### src/rtl/tick_timer_pkg.sv
// Shared definitions for tick_timer: state encoding, divisor math and the
// fixed divisor used when TICK_TIMER_FAST_SIM_EN is defined.
package tick_timer_pkg;

  typedef logic [1:0] state_t;

  localparam state_t ST_IDLE = 2'd0;
  localparam state_t ST_RUN  = 2'd1;
  localparam state_t ST_HOLD = 2'd2;

  localparam int unsigned FAST_SIM_DIV = 10;

  function automatic int unsigned calcDiv(input int unsigned clkHz,
                                          input int unsigned tickHz);
    if (tickHz == 0) return 0;
    return clkHz / tickHz;
  endfunction

  // A usable divisor must be exact and at least 2 so the tick stays one cycle wide.
  function automatic bit divValid(input int unsigned clkHz,
                                  input int unsigned tickHz);
    if (tickHz == 0) return 1'b0;
    if ((clkHz % tickHz) != 0) return 1'b0;
    return (clkHz / tickHz) >= 2;
  endfunction

endpackage

### src/rtl/tick_timer_prescaler.sv
// Free-running prescaler for tick_timer: counts 0..DIV-1 and flags the last phase.
// sync_clear restarts the phase; suppressing the tick during a clear is left to the parent.
module tick_prescaler #(
  parameter int unsigned DIV = 10
) (
  input  logic clock,
  input  logic reset_n,
  input  logic sync_clear,
  input  logic hold,
  output logic enable_tick
);

  localparam int unsigned PW = (DIV > 2) ? $clog2(DIV) : 1;
  localparam logic [PW-1:0] LAST = PW'(DIV - 1);
  localparam logic [PW-1:0] ONE  = PW'(1);

  logic [PW-1:0] r_presc;

  // Clear wins over hold so a restart issued during pause still takes effect.
  always_ff @(posedge clock or negedge reset_n) begin
    if (!reset_n) begin
      r_presc <= '0;
    end else if (sync_clear) begin
      r_presc <= '0;
    end else if (!hold) begin
      r_presc <= (r_presc == LAST) ? '0 : r_presc + ONE;
    end
  end

  assign enable_tick = (r_presc == LAST) && !hold;

endmodule

### src/rtl/tick_timer.sv
// Tick-based countdown timer: prescaled enable tick plus a loadable countdown FSM.
// Define TICK_TIMER_FAST_SIM_EN to force the divisor to 10 for fast simulation.
module tick_timer
  import tick_timer_pkg::*;
#(
  parameter int unsigned CLK_FREQ_HZ = 100_000_000,
  parameter int unsigned TICK_HZ     = 1,
  parameter int unsigned CNT_W       = 8
) (
  input  logic             clock,
  input  logic             reset_n,
  input  logic             sync_clear,
  input  logic             pause,
  input  logic             load,
  input  logic [CNT_W-1:0] load_value,
  output logic             enable_tick,
  output logic [CNT_W-1:0] count,
  output logic             busy,
  output logic             expired
);

`ifdef TICK_TIMER_FAST_SIM_EN
  localparam int unsigned DIV = FAST_SIM_DIV;
`else
  localparam int unsigned DIV = calcDiv(CLK_FREQ_HZ, TICK_HZ);

  if (!divValid(CLK_FREQ_HZ, TICK_HZ)) begin : g_bad_div
    $error("tick_timer: CLK_FREQ_HZ/TICK_HZ must divide exactly and give at least 2");
  end
`endif

  localparam logic [CNT_W-1:0] ONE = CNT_W'(1);

  logic             w_tick_raw;
  logic             w_presc_clear;
  logic             w_busy;
  state_t           r_state;
  logic [CNT_W-1:0] r_count;
  logic             r_expired;

  // A load restarts the tick phase so a countdown of N lasts exactly N*DIV cycles.
  assign w_presc_clear = sync_clear | load;

  tick_prescaler #(
    .DIV (DIV)
  ) u_prescaler (
    .clock       (clock),
    .reset_n     (reset_n),
    .sync_clear  (w_presc_clear),
    .hold        (pause),
    .enable_tick (w_tick_raw)
  );

  assign enable_tick = w_tick_raw & ~sync_clear;
  assign w_busy      = (r_state != ST_IDLE);

  // Load beats everything; pause freezes count and any pending expiry pulse.
  always_ff @(posedge clock or negedge reset_n) begin
    if (!reset_n) begin
      r_state   <= ST_IDLE;
      r_count   <= '0;
      r_expired <= 1'b0;
    end else if (load) begin
      r_count <= load_value;
      if (load_value != '0) begin
        r_state   <= pause ? ST_HOLD : ST_RUN;
        r_expired <= 1'b0;
      end else begin
        r_state   <= ST_IDLE;
        r_expired <= 1'b1;
      end
    end else if (pause) begin
      if (r_state == ST_RUN) r_state <= ST_HOLD;
    end else begin
      r_expired <= 1'b0;
      if (r_state == ST_HOLD) r_state <= ST_RUN;
      if (w_busy && enable_tick && (r_count != '0)) begin
        r_count <= r_count - ONE;
        if (r_count == ONE) begin
          r_state   <= ST_IDLE;
          r_expired <= 1'b1;
        end
      end
    end
  end

  assign count   = r_count;
  assign busy    = w_busy;
  assign expired = r_expired & ~pause;

endmodule

### config.mk
export PLATFORM = sky130hd
export DESIGN_NAME = tick_timer
export DESIGN_NICKNAME = d
export VERILOG_FILES = /design/src/rtl/tick_timer_pkg.sv /design/src/rtl/tick_timer_prescaler.sv /design/src/rtl/tick_timer.sv
export SDC_FILE = /design/constraint.sdc
export NUM_CORES = 1
export LEC_CHECK = 0
export BUFFER_PORTS_ARGS = -buffer_cell sky130_fd_sc_hd__buf_4
export CAP_MARGIN = 25
export CORE_MARGIN = 8
export CORE_UTILIZATION = 50
export DETAILED_ROUTE_END_ITERATION = 8
export PLACE_DENSITY_LB_ADDON = 0.25
export SYNTH_ARGS = -nofsm -noshare
export SYNTH_HDL_FRONTEND = slang
export SYNTH_SLANG_ARGS = --single-unit
### constraint.sdc
create_clock -name clock -period 2.6 [get_ports clock]
set_clock_uncertainty 0.15 [all_clocks]
set_input_delay 0.26 -clock clock [delete_from_list [all_inputs] [get_ports clock]]
set_output_delay 0.26 -clock clock [all_outputs]
set_load 0.1 [all_outputs]
# After elaboration in Yosys (flattened, before gate mapping)
# Index checks and enable logic that the tools add are counted.
# totals
memories	0
mem_bits_rw	0
inputBits	13
output_inout_bits	11
latch_bits	0
elab_cells	46
rom_bits	0
reg_bits	38
# classes
mux	19
shift	0
add_sub_neg	2
n_lt_le_gt_ge	0
bitwise	5
mul	0
eq_ne	7
reduce_logical	9
n_div	0
# op_table
cell	count
27-bit 2-to-1 mux	3
27-bit by 1-bit adder with 27-bit output, second input constant	1
27-bit equality test, second input constant	1
8-bit 2-to-1 mux	3
2-bit 2-to-1 mux	8
8-bit nonzero test	2
8-bit by 1-bit equality test with 1-bit output, second input constant	1
8-bit by 1-bit subtractor with 8-bit output, second input constant	1
1-bit 2-to-1 mux	5
2-bit by 1-bit != test with 1-bit output, second input constant	2
2-bit nonzero test	2
1-bit logical AND	3
3-bit by 1-bit != test with 1-bit output, second input constant	1
1-bit bitwise AND	2
2-bit by 1-bit equality test with 1-bit output, second input constant	1
2-bit equality test, second input constant	1
1-bit inverter	2
2-bit AND reduction	1
1-bit logical NOT	1
1-bit OR	1

# Depth between registers and ports, before layout
# depth
ltp_word	8
mapped_depth	8
depth_no_buf	7

# By module
# A second synthesis with hierarchy kept.
# unflattened
hier_cells	276
hier_area_um2	2438.6
# modules_own_cells
module	seq_area_each_um2	cells_per_inst	area_per_inst_um2	instances
tick_prescaler	675.6	190	1694.1	1
tick_timer	275.3	86	744.5	1

# Worst setup path before layout
# OpenSTA, ideal clock, no wires.
# synth_timing
kind	register -> output
startpoint	register u_prescaler.r_presc[12]
endpoint	output port enable_tick
path_buffers	1
t_arrival_ns	3.933
required_ns	2.190
slack_ns	-1.743
path_stages_with_launch	6
path_cell_list	dfrtp_1 -> or4_1 -> or4_1 -> buf_2 -> or3_1 -> nor3_1
# synth_between
elab_chain_len	3
# synth_rtl
item	line	text
from (decl)	tick_timer_prescaler.sv:17	logic [PW-1:0] r_presc;
from (signal assigned)	tick_timer_prescaler.sv:26	r_presc <= (r_presc == LAST) ? '0 : r_presc + ONE;
27-bit equality test	tick_timer_prescaler.sv:30	assign enable_tick = (r_presc == LAST) && !hold;
1-bit logical AND	tick_timer_prescaler.sv:30	
1-bit bitwise AND	tick_timer.sv:54	assign enable_tick = w_tick_raw & ~sync_clear;
to (decl)	tick_timer.sv:16	output logic enable_tick,
# No other way between the ends.

# Final worst setup path
# layout_timing
startpoint	register u_prescaler.r_presc[9]
endpoint	output port enable_tick
# The elaborated chain is that of the path after synthesis.

==> out/metrics.cfg <==
[route]
wl_um=5910
antenna_left=0
drtPass1Iterations=6
drc=0
routed-via-count=2180
drt_iter0_markers=191
routed_via_density=6.14
routedWlPerCell_um=16.6

[die]
fp.dieArea_um2=6840
start_util_pct=51.4
ios=24
fp-row-count=24
core_area_um2=4320
die_y_um=82.7
dieWidth_um=82.7

[pwr]
vdd_drop_max_mv=0.337
p_per_area_nw_per_um2=452
power.total_w=0.00129
leakage_nw=1.17

[yosys]
seq_area_frac_synth_pct=42.7
post_synth_inst_count=247
synth_top_cell_area_share_pct=42.7
synth_area_um2=2220
ys_top_cells_by_count=38 x dfrtp_1, 30 x nor2_1, 21 x nand3_1
avgSynthCellArea_um2=9.01
synth_compound_area_share_pct=13.2
synth.mux.area_fraction_pct=0
ys_top_cells_by_area=dfrtp_1 43%, nor2_1 5.1%, nand3_1 4.7%
synth_top_family_by_area=simple AND/OR/NAND/NOR gates
synthXorXnorAreaFrac_pct=7.09
synth_ff_type=dfrtp_1
yosys.area_share.simple_pct=32.6
synth_cell_types=46
synth_edf_count=0
yosys_warnings=0
yosys.area_share.adder_pct=1.69
synth.most_common_cell=dfrtp_1
yosysTopAreaCell=dfrtp_1
synthArstFlopShare_pct=100
yosys_register_bits=38
synthesis.nets=263

[clock_tree]
path_clk_slew_ns=0.07
cts_sinks=38
cts_tree=yes
cts_max_level=2
clk_latency_ns=0.29
clk_path_buf_depth=2
root_buffer=clkbuf_8
numCtsBuffers=5

[sta]
hold_viol=0
fin_crit_ns=2.79
period_share_pct=107
fin_ws_ns=-0.190
holdWs_ns=0.0651
rsz0062_at_grt=yes
worst_pin_slew_ns=0.729
finalSetupViolCount=9
slew_headroom_pct=50.7
slew_viol_final=0
timing.fmax_ghz=0.358

[cells_and_area]
multi_input_area_um2=1260
final_cells=355
design_area_um2=2860
nets=318
final_util_pct=66.2
num-fill-cells=361
antennaDiodeCount=0
syn_to_final_growth_pct=28.6
seq_area_um2=960
drive_gt1_share_pct=28.7

[global_routing]
grt_pass1_wl_um=9630
grt_pass1_vias=2125
grt_max_degree=39
gr-total-overflow=0
antenna_found_initial=0
grt_use_total_pct=18.1

[setup_path]
r2r_setup_slack_ns=-0.15
cp-start-kind=flop
cp_cell_sequence=or4bb_1, or4_4, or3_4, nor3_4, buf_12
worstReg2RegEnd=count[6]
startpoint=u_prescaler.r_presc[9]
crit-reg2reg-launch=u_prescaler.r_presc[9]
cp-endpoint=enable_tick
slowest_delay_ns=0.51
r2r_cells=5
cp_max_fo=4
cp.arrival_ns=2.38
cp-end-kind=output pin
path_class=reg -> out
required_ns=2.19
crit_slowest_cell=or4_4

[status]
status=finished, violations left
violations=negative setup slack

[placed_design]
dp.cells=343
gp_congestion=0.916
place_area_um2=2670
port_buffers=23
hpwl_um=4140

[run]
cap_viol_max_count=0

[min_path]
hold_class=in -> reg

## layout by cell type (no fill, tap or decap), types with 8 or more instances in the layout
cell type  count
a31oi_1        9
buf_4         51
dfrtp_1       31
nand2_1       17
nand3_1       20
nor2_1        30
nor3_1         8
or4_1          8
xnor2_1        8
xor2_1        10
## worst min path at each step
stage / from / to / slack [ns] / cells after the start
floorplan: reset_n / count[0] / -0.19 / 0
global placement: reset_n / u_prescaler.r_presc[0] / 0.11 / 1
detailed placement: reset_n / u_prescaler.r_presc[0] / 0.11 / 1
CTS: load_value[2] / count[2] / 0.03 / 3
global route: load_value[2] / count[2] / 0.06 / 3
finish: load_value[2] / count[2] / 0.07 / 3
## through the flow
step / TNS, ns / setup WS (ns)
after floorplan: -3.37 / -0.462
after global placement: -0.217 / -0.0721
after detailed placement: -0.340 / -0.123
after CTS: -0.752 / -0.193
after global routing: -1.58 / -0.243
final: -0.802 / -0.190
## worst max-delay path: cells and delay by family (launching register included)
family | cells | cell delay [ns]
flip-flops | 1 | 0.37
AND/OR/NAND/NOR | 4 | 1.51
buffers and inverters | 1 | 0.20
## cell type report
| class | instances | share of cell area, % |
|---|---|---|
| multi-input cells | 195 | 44.2 |
| clock buffers | 6 | 2.89 |
| flip-flops and latches | 38 | 33.5 |
| repair buffers | 57 | 16.0 |
| clock inverters | 2 | 0.437 |
| inverters | 5 | 0.656 |
| well taps | 52 | 2.27 |
## layer usage
layer | track usage [%] | part of all wire, % | up-vias
met4 | 6.21 | 1.3 | 0
met2 | 31.2 | 52 | 78
met1 | 21.6 | 40 | 1053
met5 | 0 | 0 | -
li1 | - | - | 1038
met3 | 4.00 | 6.7 | 11
## kinds of logic after synthesis
| logic type | Yosys count |
|---|---|
| AND/OR/NAND/NOR | 132 |
| AO/OA/AOI/OAI | 42 |
| adder cells (fa/ha/maj) | 3 |
| flip-flops | 38 |
| XOR/XNOR | 18 |
| buffers and inverters | 14 |
## report_power, final
group | total, W | switching (W) | internal, W
sequential | 0.000631 | 0.0000223 | 0.000609
clock | 0.000426 | 0.000213 | 0.000213
combinational | 0.000236 | 0.000170 | 0.0000661
## registers in the layout, indices dropped and copies added (netlist names)
register	cells
r_expired	1
count	8
u_prescaler.r_presc	27
r_state	2
## what timing repair did
item / 4_1_cts / 5_1_grt
setup buffers: 3 / 0
hold buffers: 1 / 0
pin swaps: 9 / 3
resized for setup: 9 / 7
hold endpoints to repair: 38 / 0
setup endpoints to repair: 17 / 22
(Power assumes the default switching activity.)
